==> src/rtl/serial_magnitude_comparator.sv <==
`default_nettype none
// ============================================================================
// Module      : serial_magnitude_comparator
// Description : Bit-serial MSB-first magnitude comparator for two WIDTH-bit
//               operands. Supports unsigned or two's-complement compare and
//               stops at the first differing bit. A start/busy/done handshake
//               frames each comparison. The gt/eq/lt flags are registered and
//               hold until the next decision.
// Revision    : 1.0 - initial release
// ============================================================================
module serial_magnitude_comparator #(
    parameter int WIDTH = 8
) (
    input  logic             clk,
    input  logic             reset,
    input  logic             start,
    input  logic             signed_mode,
    input  logic [WIDTH-1:0] a,
    input  logic [WIDTH-1:0] b,
    output logic             busy,
    output logic             done,
    output logic             gt,
    output logic             eq,
    output logic             lt
);

    localparam int             IDX_W   = $clog2(WIDTH);
    localparam logic [IDX_W-1:0] IDX_MSB = IDX_W'(WIDTH - 1);

    localparam logic [1:0] S_IDLE  = 2'd0;
    localparam logic [1:0] S_SHIFT = 2'd1;
    localparam logic [1:0] S_DONE  = 2'd2;

    logic [1:0]       state_q, state_d;
    logic [WIDTH-1:0] a_reg_q, a_reg_d;
    logic [WIDTH-1:0] b_reg_q, b_reg_d;
    logic             mode_reg_q, mode_reg_d;
    logic [IDX_W-1:0] idx_q, idx_d;
    logic             gt_q, gt_d;
    logic             eq_q, eq_d;
    logic             lt_q, lt_d;

    // Operand bits under examination this cycle
    logic w_bit_a;
    logic w_bit_b;
    assign w_bit_a = a_reg_q[idx_q];
    assign w_bit_b = b_reg_q[idx_q];

    // State register; asynchronous reset aborts any comparison in flight
    always_ff @(posedge clk or posedge reset) begin
        if (reset) begin
            state_q <= S_IDLE;
        end else begin
            state_q <= state_d;
        end
    end

    // Operand, bit index and result flag registers
    always_ff @(posedge clk or posedge reset) begin
        if (reset) begin
            a_reg_q    <= '0;
            b_reg_q    <= '0;
            mode_reg_q <= 1'b0;
            idx_q      <= '0;
            gt_q       <= 1'b0;
            eq_q       <= 1'b0;
            lt_q       <= 1'b0;
        end else begin
            a_reg_q    <= a_reg_d;
            b_reg_q    <= b_reg_d;
            mode_reg_q <= mode_reg_d;
            idx_q      <= idx_d;
            gt_q       <= gt_d;
            eq_q       <= eq_d;
            lt_q       <= lt_d;
        end
    end

    // Next-state and datapath update: capture on start, scan MSB-first, decide
    always_comb begin
        state_d    = state_q;
        a_reg_d    = a_reg_q;
        b_reg_d    = b_reg_q;
        mode_reg_d = mode_reg_q;
        idx_d      = idx_q;
        gt_d       = gt_q;
        eq_d       = eq_q;
        lt_d       = lt_q;
        case (state_q)
            S_IDLE, S_DONE: begin
                // A new request is accepted straight out of DONE, so back-to-back
                // comparisons leave no idle gap.
                if (start) begin
                    a_reg_d    = a;
                    b_reg_d    = b;
                    mode_reg_d = signed_mode;
                    idx_d      = IDX_MSB;
                    state_d    = S_SHIFT;
                end else begin
                    state_d    = S_IDLE;
                end
            end
            S_SHIFT: begin
                if (w_bit_a != w_bit_b) begin
                    // At the sign bit a set bit means negative, which inverts the sense
                    if (mode_reg_q && (idx_q == IDX_MSB)) begin
                        gt_d = ~w_bit_a;
                        lt_d = w_bit_a;
                    end else begin
                        gt_d = w_bit_a;
                        lt_d = ~w_bit_a;
                    end
                    eq_d    = 1'b0;
                    state_d = S_DONE;
                end else if (idx_q == '0) begin
                    gt_d    = 1'b0;
                    eq_d    = 1'b1;
                    lt_d    = 1'b0;
                    state_d = S_DONE;
                end else begin
                    idx_d   = idx_q - IDX_W'(1);
                end
            end
            default: begin
                state_d = S_IDLE;
            end
        endcase
    end

    // Handshake outputs decode directly from the registered state
    always_comb begin
        busy = (state_q == S_SHIFT);
        done = (state_q == S_DONE);
        gt   = gt_q;
        eq   = eq_q;
        lt   = lt_q;
    end

endmodule
`default_nettype wire

==> config.mk <==
export PLATFORM = sky130hd
export DESIGN_NAME = serial_magnitude_comparator
export DESIGN_NICKNAME = d
export VERILOG_FILES = /design/src/rtl/serial_magnitude_comparator.sv
export SDC_FILE = /design/constraint.sdc
export NUM_CORES = 1
export LEC_CHECK = 0
export CORE_ASPECT_RATIO = 0.8
export CORE_UTILIZATION = 55
export DETAILED_ROUTE_END_ITERATION = 10
export PLACE_DENSITY = 0.91
export SYNTH_ARGS = -nofsm -noshare
export SYNTH_HDL_FRONTEND = slang
export SYNTH_SLANG_ARGS = --single-unit
==> constraint.sdc <==
create_clock -name clk -period 3.1 [get_ports clk]
set_clock_uncertainty 0.15 [all_clocks]
set_input_delay 0.93 -clock clk [delete_from_list [all_inputs] [get_ports clk]]
set_output_delay 0.93 -clock clk [all_outputs]
set_load 0.005 [all_outputs]
==> load_flow_metrics.sql <==
INSERT INTO impl_metrics (metric_group, metric, value, unit) VALUES
('status', 'status', 'finished, violations left', ''),
('status', 'violations_in_the_final_reports', 'DRC', ''),
('global_routing', 'largest_net_degree_at_the_start_of_global_routing', '26', ''),
('placed_design', 'numPortBuffers', '24', ''),
('clock_tree', 'post_cts_hold_buffer_count', '0', ''),
('floorplan', 'floorplan.initialDensity', '60.1', '%'),
('worst_hold_path', 'hold_path_depth', '2', ''),
('clock_tree', 'cts_tree', 'yes', ''),
('clock_tree', 'clkTransAtPathRegs', '130', 'ps'),
('routing', 'detailroute.via_count', '1022', ''),
('clock_tree', 'number_of_buffers_between_clock_root_and_the_deepest_sink', '2', ''),
('clock_tree', 'cts_htree_levels', '1', ''),
('clock_tree', 'post_cts.repair.setup_buffers', '0', ''),
('critical_path', 'rr_endpoint', 'idx_q[1]', ''),
('timing', 'finalMaxSlewViolations', '0', ''),
('finish', 'nets', '185', ''),
('worst_hold_path', 'hold_crit_path_type', 'flop to flop', ''),
('logic_synthesis', 'fraction_of_synthesized_cell_area_in_xor_and_xnor_cells', '3.92', '%'),
('critical_path', 'worstPathRequired', '2020', 'ps'),
('logic_synthesis', 'synth.top_cells.by_count', 'nand2_1, dfrtp_1, inv_1, xnor2_1, mux4_2', ''),
('global_routing', 'track_usage', '23.5', '%'),
('finish', 'filler_cell_count', '171', ''),
('logic_synthesis', 'ys_seq_area_share', '46.6', '%'),
('finish', 'finish.instance_area', '1610', 'sq um'),
('timing', 'period_share', '85.0', '%'),
('placed_design', 'hpwlAfterDp', '1910', 'microns'),
('routing', 'detailedRoute.firstPassIterationCount', '7', ''),
('critical_path', 'worst-path-stages', '2', ''),
('logic_synthesis', 'synth-edff-count', '0', ''),
('timing', 'setup_tns_final', '0', 'ps'),
('global_routing', 'grt_first_pass_wirelength', '4350', 'microns'),
('timing', 'setup-violations-final', '0', ''),
('critical_path', 'regToRegStartpoint', 'idx_q[0]', ''),
('worst_hold_path', 'min_from', 'b_reg_q[3]', ''),
('critical_path', 'worst-path-max-fanout', '6', ''),
('timing', 'timing.hold.ws', '342', 'ps'),
('logic_synthesis', 'proportion_of_synthesized_flip_flops_having_asynchronous_set_or_reset', '100', '%'),
('logic_synthesis', 'synth_mux_area_share', '11.6', '%'),
('floorplan', 'chipHeight', '46.2', 'microns'),
('logic_synthesis', 'synthTopCellsByArea', 'dfrtp_1, nand2_1, mux4_2', ''),
('logic_synthesis', 'synth_top_flop_cell', 'dfrtp_1', ''),
('critical_path', 'setup_cp_type', 'flop to primary output', ''),
('timing', 'max_clock_freq', '380', 'MHz'),
('pwr', 'power.ir.vdd_worst', '0.422', 'mV'),
('critical_path', 'worst_ep_arrival_time', '1550', 'ps'),
('finish', 'flow.area_growth_from_synthesis', '20.2', '%'),
('logic_synthesis', 'netlist-cell-type-count', '35', ''),
('floorplan', 'design.portCount', '25', ''),
('logic_synthesis', 'synth_nets', '160', ''),
('global_routing', 'grt_overflow_total', '0', ''),
('logic_synthesis', 'synth-adder-area-share', '2.80', '%'),
('timing', 'max_slew.worst_pin.slew', '391', 'ps'),
('logic_synthesis', 'postSynthRegisterBits', '25', ''),
('logic_synthesis', 'syn_area_per_cell', '9.79', 'sq um'),
('clock_tree', 'cts-buffers-inserted', '3', ''),
('floorplan', 'chipWidth', '57.2', 'microns'),
('placed_design', 'place_area', '1590', 'sq um'),
('clock_tree', 'ctsResizeCount', '0', ''),
('routing', 'antenna_left', '0', ''),
('critical_path', 'timing.critical_path.to_type', 'primary output', ''),
('routing', 'wirelength', '2520', 'microns'),
('timing', 'rsz0062_at_grt', 'false', ''),
('pwr', 'power.total', '1.51', 'mW'),
('logic_synthesis', 'area_fraction_in_compound_gates_after_synthesis', '7.18', '%'),
('routing', 'drc', '3', ''),
('logic_synthesis', 'post-synth-top-area-fraction', '46.6', '%'),
('logic_synthesis', 'yosys.area.top_type', 'dfrtp_1', ''),
('pwr', 'power_per_cell_area', '934', 'nW/um^2'),
('floorplan', 'placement_rows', '15', ''),
('clock_tree', 'root_buffer', 'clkbuf_4', ''),
('worst_hold_path', 'worstHoldEndpoint', 'b_reg_q[3]', '');
[tightest hold or removal path: stages, from the launching register on]
cell and delay (ps):
dfrtp_1 360, nand2_1 50, nand2_1 50
[metrics by stage]
step / std cells / worst slack, ps
floorplan: 137 / 1100
detailed placement: 182 / 771
CTS: 186 / 464
global placement: 182 / 810
finish: 186 / 466
global route: 186 / 420
[area by class of cell]
| class | instances | area (sq um) | share of cell area, % |
|---|---|---|---|
| Multi-Input combinational cell | 100 | 652 | 40.4 |
| Sequential cell | 25 | 626 | 38.8 |
| Timing Repair Buffer | 26 | 255 | 15.8 |
| Tap cell | 25 | 31.3 | 1.94 |
| Clock buffer | 4 | 26.3 | 1.63 |
| Inverter | 6 | 22.5 | 1.40 |
[state kept, by name (all words and copies together), names as in the netlist]
signal	cells
idx_q	3
lt	1
a_reg_q	8
eq	1
state_q	2
b_reg_q	8
gt	1
mode_reg_q	1
[placed cells by master, fill, tap and decap left out]
cell / synthesis / layout
a21boi_1: 1 / 1
a21o_1: 1 / 1
a21oi_1: 1 / 1
a21oi_2: 1 / 1
a32oi_1: 1 / 1
and2b_2: 1 / 1
and3_1: 1 / 1
buf_4: 0 / 2
clkbuf_1: 3 / 1
clkbuf_4: 1 / 3
clkdlybuf4s50_1: 0 / 24
dfrtp_1: 25 / 25
ha_1: 3 / 3
inv_1: 5 / 5
inv_2: 1 / 1
mux2_4: 3 / 3
mux2i_1: 2 / 2
mux4_2: 4 / 4
nand2_1: 57 / 57
nand2b_2: 1 / 1
nand3_1: 2 / 2
nand3b_4: 1 / 1
nor2_1: 1 / 1
nor2b_1: 2 / 2
nor3_1: 1 / 1
nor3b_1: 1 / 1
o21a_1: 1 / 1
o21ai_1: 1 / 1
o221ai_2: 1 / 1
o22a_2: 1 / 1
o22ai_1: 2 / 2
o31a_1: 1 / 1
or2_1: 1 / 1
or2b_1: 1 / 1
xnor2_1: 5 / 5
xor2_1: 1 / 1
[report_power, final]
group          internal [mW]  switching, mW
combinational          0.404          0.342
clock                 0.0506         0.0970
sequential             0.475          0.138
[metal layers]
layer / vias up / share of wire (%) / track usage, %
met5: - / 0 / 0
met4: 0 / 1.9 / 13.7
met3: 5 / 5.1 / 6.18
met2: 31 / 51 / 43.3
met1: 488 / 42 / 25.1
li1: 498 / - / -
[kinds of logic (layout without fill, tap and decap cells)]
family / after synthesis / in the layout
muxes: 9 / 9
buffers and inverters: 12 / 36
DFF: 25 / 25
adders and majority gates: 3 / 3
AOI/OAI and AO/OA: 12 / 12
xor gates and xnor gates: 6 / 6
and+or+nand+nor: 70 / 70
[worst max path at each step]
stage	end	slack (ps)
floorplan	idx_q[1]	1100
global placement	idx_q[1]	810
detailed placement	idx_q[1]	770
CTS	busy	460
global route	busy	420
finish	busy	470
Power figures use the tool's default switching activity.
